**src/rtl/cpu_pkg.sv**
```systemverilog
// Shared definitions for the operand-2 path: shift types, sequencer states, field positions.
package cpu_pkg;

  localparam logic [1:0] LSL = 2'b00;
  localparam logic [1:0] LSR = 2'b01;
  localparam logic [1:0] ASR = 2'b10;
  localparam logic [1:0] ROR = 2'b11;

  typedef enum logic [2:0] {
    IDLE  = 3'd0,
    RM_RD = 3'd1,
    RS_RD = 3'd2,
    SHF   = 3'd3,
    CAP   = 3'd4,
    OUT   = 3'd5
  } state_t;

  // Bit positions inside the data-processing instruction word.
  localparam int IMM_BIT       = 25;
  localparam int REG_SHIFT_BIT = 4;
  localparam int IMM8_LSB      = 0;
  localparam int ROT_LSB       = 8;
  localparam int RM_LSB        = 0;
  localparam int RS_LSB        = 8;
  localparam int TYPE_LSB      = 5;
  localparam int AMT_LSB       = 7;

  // Immediate rotate field counts in steps of two bit positions.
  function automatic logic [4:0] rot_amount(input logic [3:0] rot);
    return {rot, 1'b0};
  endfunction

endpackage

```
**src/rtl/reg_shift_fixup.sv**
```systemverilog
// Resolves register-specified shift amounts the 5-bit shifter cannot express (0, >=32, ROR multiples of 32).
// Purely combinational; bypass_o=1 means operand_o/carry_o are final and the shifter is skipped.
module reg_shift_fixup
  import cpu_pkg::*;
(
  input  logic [31:0] rm_i,
  input  logic [7:0]  n_i,
  input  logic [1:0]  type_i,
  input  logic        c_i,
  output logic        bypass_o,
  output logic [31:0] operand_o,
  output logic        carry_o
);

  always_comb begin
    bypass_o  = 1'b0;
    operand_o = rm_i;
    carry_o   = c_i;
    if (n_i == 8'd0) begin
      bypass_o = 1'b1;
    end else begin
      case (type_i)
        LSL: if (n_i >= 8'd32) begin
          bypass_o  = 1'b1;
          operand_o = '0;
          carry_o   = (n_i == 8'd32) ? rm_i[0] : 1'b0;
        end
        LSR: if (n_i >= 8'd32) begin
          bypass_o  = 1'b1;
          operand_o = '0;
          carry_o   = (n_i == 8'd32) ? rm_i[31] : 1'b0;
        end
        ASR: if (n_i >= 8'd32) begin
          bypass_o  = 1'b1;
          operand_o = {32{rm_i[31]}};
          carry_o   = rm_i[31];
        end
        default: if (n_i[4:0] == 5'd0) begin
          bypass_o = 1'b1;
          carry_o  = rm_i[31];
        end
      endcase
    end
  end

endmodule

```
**src/rtl/shifter_operand_ctrl.sv**
```systemverilog
// Operand-2 sequencer: decodes the shifter field, reads Rm/Rs, drives the registered barrel shifter.
// Register-specified shifts are built only when SHIFT_REG_EN is defined; otherwise they return op_illegal.
module shifter_operand_ctrl
  import cpu_pkg::*;
(
  input  logic        clk,
  input  logic        rst,
  input  logic        in_valid,
  output logic        in_ready,
  input  logic [31:0] instr,
  input  logic        c_flag,
  output logic [3:0]  rf_raddr,
  input  logic [31:0] rf_rdata,
  output logic [31:0] sh_in,
  output logic [1:0]  sh_type,
  output logic [4:0]  sh_imm,
  output logic        sh_cin,
  input  logic [31:0] sh_result,
  input  logic        sh_cout,
  output logic        out_valid,
  input  logic        out_ready,
  output logic [31:0] operand,
  output logic        carry_out,
  output logic        op_illegal
);

  state_t      state_q, state_d;
  logic [11:0] ctl_q, ctl_d;
  logic        c_q, c_d;
  logic [3:0]  raddr_q, raddr_d;
  logic [31:0] sh_in_q, sh_in_d;
  logic [1:0]  sh_type_q, sh_type_d;
  logic [4:0]  sh_imm_q, sh_imm_d;
  logic        sh_cin_q, sh_cin_d;
  logic [31:0] op_q, op_d;
  logic        cy_q, cy_d;
  logic        ill_q, ill_d;

  logic [1:0]  ctl_type;
  logic [4:0]  ctl_amt;
  logic        unused_ok;

  assign ctl_type  = ctl_q[TYPE_LSB +: 2];
  assign ctl_amt   = ctl_q[AMT_LSB +: 5];
  assign unused_ok = ^{instr[31:26], instr[24:12], ctl_q[3:0]};

`ifdef SHIFT_REG_EN
  logic [31:0] rm_q, rm_d;
  logic        fx_bypass;
  logic [31:0] fx_operand;
  logic        fx_carry;

  reg_shift_fixup u_fixup (
    .rm_i      (rm_q),
    .n_i       (rf_rdata[7:0]),
    .type_i    (ctl_type),
    .c_i       (c_q),
    .bypass_o  (fx_bypass),
    .operand_o (fx_operand),
    .carry_o   (fx_carry)
  );
`endif

  always_comb begin
    state_d   = state_q;
    ctl_d     = ctl_q;
    c_d       = c_q;
    raddr_d   = raddr_q;
    sh_in_d   = sh_in_q;
    sh_type_d = sh_type_q;
    sh_imm_d  = sh_imm_q;
    sh_cin_d  = sh_cin_q;
    op_d      = op_q;
    cy_d      = cy_q;
    ill_d     = ill_q;
`ifdef SHIFT_REG_EN
    rm_d      = rm_q;
`endif
    case (state_q)
      IDLE: if (in_valid) begin
        ctl_d = instr[11:0];
        c_d   = c_flag;
        ill_d = 1'b0;
        if (instr[IMM_BIT]) begin
          if (instr[ROT_LSB +: 4] == 4'd0) begin
            op_d    = {24'd0, instr[IMM8_LSB +: 8]};
            cy_d    = c_flag;
            state_d = OUT;
          end else begin
            sh_in_d   = {24'd0, instr[IMM8_LSB +: 8]};
            sh_type_d = ROR;
            sh_imm_d  = rot_amount(instr[ROT_LSB +: 4]);
            sh_cin_d  = c_flag;
            state_d   = SHF;
          end
        end else begin
          raddr_d = instr[RM_LSB +: 4];
          state_d = RM_RD;
        end
      end
      RM_RD: begin
        if (!ctl_q[REG_SHIFT_BIT]) begin
          if (ctl_type == LSL && ctl_amt == 5'd0) begin
            op_d    = rf_rdata;
            cy_d    = c_q;
            state_d = OUT;
          end else begin
            sh_in_d   = rf_rdata;
            sh_type_d = ctl_type;
            sh_imm_d  = ctl_amt;
            sh_cin_d  = c_q;
            state_d   = SHF;
          end
        end else begin
`ifdef SHIFT_REG_EN
          rm_d    = rf_rdata;
          raddr_d = ctl_q[RS_LSB +: 4];
          state_d = RS_RD;
`else
          op_d    = '0;
          cy_d    = c_q;
          ill_d   = 1'b1;
          state_d = OUT;
`endif
        end
      end
`ifdef SHIFT_REG_EN
      RS_RD: begin
        if (fx_bypass) begin
          op_d    = fx_operand;
          cy_d    = fx_carry;
          state_d = OUT;
        end else begin
          sh_in_d   = rm_q;
          sh_type_d = ctl_type;
          sh_imm_d  = rf_rdata[4:0];
          sh_cin_d  = c_q;
          state_d   = SHF;
        end
      end
`endif
      SHF: state_d = CAP;
      CAP: begin
        op_d    = sh_result;
        cy_d    = sh_cout;
        state_d = OUT;
      end
      OUT: if (out_ready) state_d = IDLE;
      default: state_d = IDLE;
    endcase
  end

  always_ff @(posedge clk or posedge rst) begin
    if (rst) begin
      state_q   <= IDLE;
      ctl_q     <= '0;
      c_q       <= 1'b0;
      raddr_q   <= '0;
      sh_in_q   <= '0;
      sh_type_q <= '0;
      sh_imm_q  <= '0;
      sh_cin_q  <= 1'b0;
      op_q      <= '0;
      cy_q      <= 1'b0;
      ill_q     <= 1'b0;
`ifdef SHIFT_REG_EN
      rm_q      <= '0;
`endif
    end else begin
      state_q   <= state_d;
      ctl_q     <= ctl_d;
      c_q       <= c_d;
      raddr_q   <= raddr_d;
      sh_in_q   <= sh_in_d;
      sh_type_q <= sh_type_d;
      sh_imm_q  <= sh_imm_d;
      sh_cin_q  <= sh_cin_d;
      op_q      <= op_d;
      cy_q      <= cy_d;
      ill_q     <= ill_d;
`ifdef SHIFT_REG_EN
      rm_q      <= rm_d;
`endif
    end
  end

  assign in_ready   = (state_q == IDLE);
  assign out_valid  = (state_q == OUT);
  assign rf_raddr   = raddr_q;
  assign sh_in      = sh_in_q;
  assign sh_type    = sh_type_q;
  assign sh_imm     = sh_imm_q;
  assign sh_cin     = sh_cin_q;
  assign operand    = op_q;
  assign carry_out  = cy_q;
  assign op_illegal = ill_q;

endmodule

```
**config.mk**
```make
export PLATFORM = sky130hd
export DESIGN_NAME = shifter_operand_ctrl
export DESIGN_NICKNAME = d
export VERILOG_FILES = /design/src/rtl/cpu_pkg.sv /design/src/rtl/reg_shift_fixup.sv /design/src/rtl/shifter_operand_ctrl.sv
export SDC_FILE = /design/constraint.sdc
export NUM_CORES = 1
export LEC_CHECK = 0
export BUFFER_PORTS_ARGS = -buffer_cell sky130_fd_sc_hd__buf_4
export CORE_MARGIN = 3
export CORE_UTILIZATION = 52
export DETAILED_ROUTE_END_ITERATION = 10
export PLACE_DENSITY = 0.86
export SLEW_MARGIN = 20
export SYNTH_ARGS = -nofsm -noshare
export SYNTH_HDL_FRONTEND = slang
export SYNTH_SLANG_ARGS = --single-unit
```
**constraint.sdc**
```tcl
create_clock -name clk -period 6.3 [get_ports clk]
set_input_delay 1.89 -clock clk [delete_from_list [all_inputs] [get_ports clk]]
set_output_delay 1.89 -clock clk [all_outputs]
set_load 0.03 [all_outputs]
```
==> flow_metrics.py, run 1 <==
metrics = {
    "yosys": {
        "synth_most_common_cell": "dfrtp_1",
        "avgSynthCellArea_um2": 11.8,
        "synthSimpleGateAreaFrac": 0.102,
        "synth_area_leaders": "dfrtp_1, mux2_4, mux2_2",
        "synth_top_area_frac": 0.515,
        "ys_warn_count": 0,
        "synth_compound_area_frac": 0.123,
        "synth_top_family_by_area": "multiplexers",
        "yosys.area_share.adder": 0,
        "synth_seq_cells": 90,
        "ys_types": 38,
        "ys_top_cells_by_count": "dfrtp_1, nand2_1, mux2_2, inv_1",
        "synthMuxAreaShare": 0.185,
        "yosysTopAreaCell": "dfrtp_1",
        "synth_ff_type": "dfrtp_1",
        "async_flop_share": 1.00,
        "synth_edf_count": 0,
        "synthXorXnorAreaFrac": 0,
        "syn-num-nets": 473,
        "synth_cells": 371,
        "ys_seq_area_frac": 0.515,
        "syn-cell-area_um2": 4370,
    },
    "timing": {
        "finalCritPeriodShare": 0.594,
        "finalSetupViolCount": 0,
        "clock_skew_ns": 0.0110,
        "fmax_ghz": 0.267,
        "drv_slew": 0,
        "final.min_clock_period_ns": 3.74,
        "rsz0062_at_grt": "false",
        "setup_tns_ns": 0,
        "worst_pin_slew_ns": 1.06,
        "hold_viol": 0,
        "setup_ws_ns": 2.56,
        "slew_headroom": 0.291,
    },
    "worst_hold_path": {
        "holdCritStartpoint": "operand[31]",
        "hold_path_class": "flip-flop to flip-flop",
    },
    "clock_tree": {
        "post_cts_resized": 0,
        "htreeDepth": 3,
        "tritoncts": "built",
        "cts-root-buf": "clkbuf_8",
        "cts_hold_buf": 0,
        "cts_sinks": 90,
        "clk_latency_ns": 0.35,
        "cts_setup_buffers": 0,
        "numCtsBuffers": 9,
        "cts.clk_slew.worst_paths_ns": 0.07,
        "cts_buffer_depth": 2,
    },
    "floorplan": {
        "die_w_um": 97.7,
        "io_pins": 182,
        "die_height_um": 97.7,
        "die-area_um2": 9540,
        "initial_core_util": 0.551,
        "coreArea_um2": 7930,
        "row_count": 32,
    },
    "place": {
        "hpwl_um": 8260,
        "place.gp.congestion": 0.888,
        "io_buffers": 162,
        "dp_cells": 611,
        "dp_slack_ns": 2.21,
    },
    "pwr": {
        "p_total_uw": 3250,
        "vdd_drop_max_mv": 0.466,
        "p_per_area_nw_per_um2": 564,
        "p_leak_uw": 0.00289,
    },
    "critical_path": {
        "worstSetupPathType": "primary input to flip-flop",
        "startpoint": "instr[8]",
        "crit_required_ns": 6.52,
        "crit_arrival_ns": 3.97,
        "critPathMaxFanout": 33,
        "reg2reg_from": "state_q[0]",
        "cp-start-kind": "primary input",
        "worst_setup_path_end_kind": "flip-flop",
    },
    "detailed_routing": {
        "routedWlPerCell_um": 18.1,
        "antenna_left": 0,
        "route.detailed.drc": 0,
        "routed_wirelength_um": 11300,
        "vias": 3570,
        "drt_iter0_markers": 141,
        "first_pass_iters": 4,
        "via_per_inst": 5.69,
    },
    "job": {
        "maxCapViolCount": 0,
    },
    "global_route": {
        "grt_max_degree": 50,
        "gr-total-overflow": 0,
        "grt_pass1_wl_um": 18700,
        "antenna_found_initial": 0,
        "grt_pass1_vias": 3649,
        "grt_use_total": 0.240,
    },
    "cells_and_area": {
        "n_antenna_cell": 0,
        "layout.nets": 622,
        "syn_to_final_growth_pct": 32.0,
        "register_area_um2": 2250,
        "multi_input_area_um2": 1800,
        "nFillCells": 546,
        "fin_cells": 627,
        "drive_gt1_frac": 0.509,
    },
    "outcome": {
        "status": "completed",
    },
}
[routing by layer]
| metal | share of wire | global-route usage | up-vias |
|---|---|---|---|
| li1 | - | - | 1621 |
| met1 | 0.43 | 0.316 | 1740 |
| met2 | 0.45 | 0.383 | 190 |
| met3 | 0.10 | 0.0725 | 19 |
| met4 | 0.017 | 0.0745 | 0 |
| met5 | 0 | 0 | - |
[critical path: stages]
cell	delay (ns)
buf_4	0.12
or4_4	0.54
or2_4	0.28
a211o_2	0.68
mux2_4	0.44
[final cells by class]
| cell class | instances | area share |
|---|---|---|
| flip-flops and latches | 90 | 0.390 |
| multi-input cells | 222 | 0.313 |
| repair buffers | 167 | 0.217 |
| clock buffers | 11 | 0.0245 |
| well taps | 102 | 0.0221 |
| inverters | 30 | 0.0197 |
| clock inverters | 5 | 0.0134 |
[cell usage in the layout, fill, tap and decap left out, types with 5 or more instances in the layout]
cell type	synthesis	final
buf_4	0	167
inv_1	30	29
a22o_1	12	12
dfrtp_1	90	90
clkbuf_8	1	10
nor2_1	6	5
a32oi_1	8	8
nand4_1	24	24
mux2_4	29	29
mux2_2	33	33
nand2_1	42	42
a22o_2	12	12
o21ai_0	29	29
[kinds of logic (layout without fill, tap and decap cells)]
| logic type | count (synthesis) | in the layout |
|---|---|---|
| compound gates | 74 | 74 |
| buf+inv | 59 | 213 |
| flops | 90 | 90 |
| mux | 62 | 62 |
| simple gates | 86 | 86 |
[path summary, 6_finish.rpt]
path,end,slack (ns),cells after the start
worst max-delay path,operand[19],2.56,5
min in group asynchronous,sh_in[20],1.63,2
max in group asynchronous,operand[16],3.57,3
worst max register to register,operand[31],3.44,5
worst min register to register,operand[31],0.52,1
worst min-delay path,operand[31],0.52,1
[sequential cells by signal, indices dropped and copies added, names as in the netlist]
| signal | count |
|---|---|
| operand | 32 |
| sh_in | 32 |
| ctl_q | 8 |
| sh_imm | 5 |
| rf_raddr | 4 |
| state_q | 3 |
| sh_type | 2 |
| c_q | 1 |
| carry_out | 1 |
| op_illegal | 1 |
| sh_cin | 1 |
[where the power goes]
part,internal [µW],switching (µW)
clock,233,196
combinational,821,1030
sequential,810,164
[stage by stage]
stage               utilization  cell area [µm²]  hold WS, ns
finish                    0.728             5770        0.517
global route              0.728             5770        0.531
CTS                       0.728             5770        0.516
detailed placement        0.700             5550        0.494
global placement          0.700             5550        0.477
floorplan                     -             4370        0.464
No activity file was read; power rests on OpenSTA's default activity.
==> run 2, diff against run 1 <==
--- a/config.mk
+++ b/config.mk
@@ -5,11 +5,12 @@
 export SDC_FILE = /design/constraint.sdc
 export NUM_CORES = 1
 export LEC_CHECK = 0
+export ABC_AREA = 1
 export BUFFER_PORTS_ARGS = -buffer_cell sky130_fd_sc_hd__buf_4
 export CORE_MARGIN = 3
-export CORE_UTILIZATION = 52
+export CORE_UTILIZATION = 44
 export DETAILED_ROUTE_END_ITERATION = 10
-export PLACE_DENSITY = 0.86
+export PLACE_DENSITY = 0.77
 export SLEW_MARGIN = 20
 export SYNTH_ARGS = -nofsm -noshare
 export SYNTH_HDL_FRONTEND = slang
==> constraint.sdc (replaced) <==
create_clock -name clk -period 3.4 [get_ports clk]
set_input_delay 1.02 -clock clk [delete_from_list [all_inputs] [get_ports clk]]
set_output_delay 1.02 -clock clk [all_outputs]
set_load 0.03 [all_outputs]
==> run 2 against run 1 <==
Clock skew shrank 0.0013 ns. Non-clock buffer count grew 4. Register-to-register slack lost 2.5 ns.
==> flow_metrics.py, run 2 <==
metrics = {
    "floorplan": {
        "row_count": 36,
        "coreArea_um2": 9860,
        "die_w_um": 107,
        "initial_core_util": 0.459,
        "die-area_um2": 11500,
        "io_pins": 182,
        "die_height_um": 107,
    },
    "pwr": {
        "p_comb_frac": 0.570,
        "p_int_uw": 3060,
        "power_switching_share": 0.498,
        "vdd_drop_max_mv": 0.646,
        "p_seq_frac": 0.294,
        "p_sw_uw": 3030,
        "power_frac_clock": 0.136,
        "p_per_area_nw_per_um2": 1010,
        "p_leak_uw": 0.00355,
    },
    "detailed_routing": {
        "antenna_left": 0,
        "routedWlPerCell_um": 14.9,
        "drt_iter0_markers": 324,
        "wl_met1_um": 5570,
        "wl_met2_um": 6800,
        "vias": 4662,
        "routed_wirelength_um": 13700,
        "route.detailed.drc": 0,
        "routed.top_layer": "met4",
        "first_pass_iters": 5,
        "via_per_inst": 5.08,
        "dr_wl_met3_um": 901,
    },
    "yosys": {
        "yosysTopAreaCell": "dfrtp_1",
        "synth_area_leaders": "dfrtp_1, nand2_1, nand3_1",
        "ys_top_cells_by_count": "nand2_1, nand3_1, dfrtp_1, inv_1, nor2_1",
        "synth_seq_cells": 90,
        "synth_cells": 636,
        "ys_types": 17,
        "synth_most_common_cell": "nand2_1",
        "ys_seq_area_frac": 0.498,
        "synth_ff_type": "dfrtp_1",
        "avgSynthCellArea_um2": 7.12,
        "syn-cell-area_um2": 4530,
        "synth_edf_count": 0,
        "syn-num-nets": 738,
        "ys_warn_count": 0,
        "async_flop_share": 1.00,
        "synth_top_area_frac": 0.498,
    },
    "timing": {
        "rsz0062_at_grt": "false",
        "setup_ws_ns": 0.891,
        "drv_slew": 0,
        "finalCritPeriodShare": 0.738,
        "clock_skew_ns": 0.00970,
        "finalSetupViolCount": 0,
        "slew_headroom": 0.532,
        "final.min_clock_period_ns": 2.51,
        "worst_pin_slew_ns": 0.702,
        "fmax_ghz": 0.399,
        "whs_ns": 0.480,
        "setup_tns_ns": 0,
        "hold_viol": 0,
    },
    "critical_path": {
        "worstSetupPathType": "primary input to flip-flop",
        "rr_worst_depth": 6,
        "critPathMaxFanout": 33,
        "cp-start-kind": "primary input",
        "worst_setup_path_end_kind": "flip-flop",
        "crit_required_ns": 3.64,
        "r2r_slack_ns": 0.96,
        "startpoint": "instr[8]",
        "reg2reg_from": "ctl_q[4]",
        "crit_arrival_ns": 2.75,
        "r2r-end": "sh_in[31]",
    },
    "cells_and_area": {
        "syn_to_final_growth_pct": 33.6,
        "final_cell_mix": "nand2_1, buf_4, nand3_1",
        "multi_input_area_um2": 1900,
        "register_area_um2": 2250,
        "drive_gt1_frac": 0.252,
        "layout.nets": 882,
        "nFillCells": 910,
        "n_antenna_cell": 0,
        "fin_cells": 918,
        "final_area_um2": 6050,
        "layout_commonest_cell": "nand2_1",
    },
    "outcome": {
        "status": "completed",
    },
    "worst_hold_path": {
        "hold_path_class": "flip-flop to flip-flop",
        "worstHoldPathCells": 2,
        "worstHoldEndpoint": "rf_raddr[1]",
        "holdCritStartpoint": "rf_raddr[1]",
    },
    "place": {
        "placed_cell_area_um2": 5820,
        "place.gp.congestion": 0.917,
        "dp_slack_ns": 0.515,
        "dp_cells": 902,
        "hpwl_um": 9630,
        "io_buffers": 162,
    },
    "clock_tree": {
        "cts_hold_buf": 0,
        "cts-root-buf": "clkbuf_8",
        "cts_setup_buffers": 0,
        "numCtsBuffers": 9,
        "tritoncts": "built",
        "clk_latency_ns": 0.36,
        "post_cts_resized": 0,
        "htreeDepth": 3,
        "cts.clk_slew.worst_paths_ns": 0.09,
        "cts_sinks": 90,
        "cts_buffer_depth": 2,
    },
    "global_route": {
        "antenna_found_initial": 0,
        "grt_max_degree": 59,
        "gr-total-overflow": 0,
        "grt_use_total": 0.239,
        "grt_pass1_vias": 4437,
        "grt_pass1_wl_um": 21900,
    },
    "job": {
        "maxCapViolCount": 0,
    },
}
## run 2: cell types whose count changed in the layout (fill, tap and decap cells not counted), moves of 12 or more
cell	before	now
nor2_1	5	40
inv_1	29	48
mux2_4	29	0
a22o_1	12	0
nand4_1	24	0
nand2_1	42	282
a22o_2	12	0
mux2_2	33	0
nand3_1	1	98
## run 2: routing by layer
| metal | global-route usage | vias up |
|---|---|---|
| met3 | 0.0312 | 32 |
| met4 | 0.0911 | 0 |
| met2 | 0.401 | 195 |
| li1 | - | 2259 |
| met1 | 0.316 | 2176 |
| met5 | 0 | - |
## run 2: final cells by class
type,count,area share
Clock buffer,12,0.0257
Clock inverter,4,0.0122
Inverter,53,0.0333
Multi-Input combinational cell,455,0.314
Sequential cell,90,0.373
Tap cell,133,0.0275
Timing Repair Buffer,171,0.214
## run 2: through the flow
| step | total power [µW] | util |
|---|---|---|
| 4_1_cts | 6140 | 0.613 |
| 3_5_place_dp | 5290 | 0.590 |
| 6_report | 6100 | 0.613 |
| 2_1_floorplan | 4120 | - |
| 5_1_grt | 6570 | 0.613 |
| 3_3_place_gp | 5210 | 0.590 |
## run 2: how the worst max path moves through the flow
| stage | end | slack, ns | cells past startpoint |
|---|---|---|---|
| 2_1_floorplan | c_q | 0.04 | 1 |
| 3_3_place_gp | operand[15] | 0.56 | 7 |
| 3_5_place_dp | operand[27] | 0.52 | 7 |
| 4_1_cts | operand[27] | 0.90 | 7 |
| 5_1_grt | operand[29] | 0.73 | 7 |
| 6_report | operand[27] | 0.89 | 7 |
## run 2: logic make-up (layout without fill, tap and decap cells)
family	Yosys count	after routing	share of synthesized area
AND/OR/NAND/NOR	427	427	0.387
AO/OA/AOI/OAI	28	28	0.0335
flip-flops	90	90	0.498
buffers and inverters	91	240	0.0824
## run 2: worst max-delay path: stages
cell and delay (ns):
buf_4 0.12, nor2_1 0.15, nand3_1 0.20, a21oi_4 0.45
nand2_2 0.52, nand2_1 0.20, nand2_1 0.08
## run 2: power groups by stage
stage / registers [µW] / logic [µW] / clock network (µW)
after floorplan: 2450 / 1670 / 0
final: 1790 / 3480 / 831
after CTS: 1790 / 3500 / 851
after global routing: 1840 / 3830 / 897
after global placement: 1790 / 3420 / 0
after detailed placement: 1800 / 3480 / 0
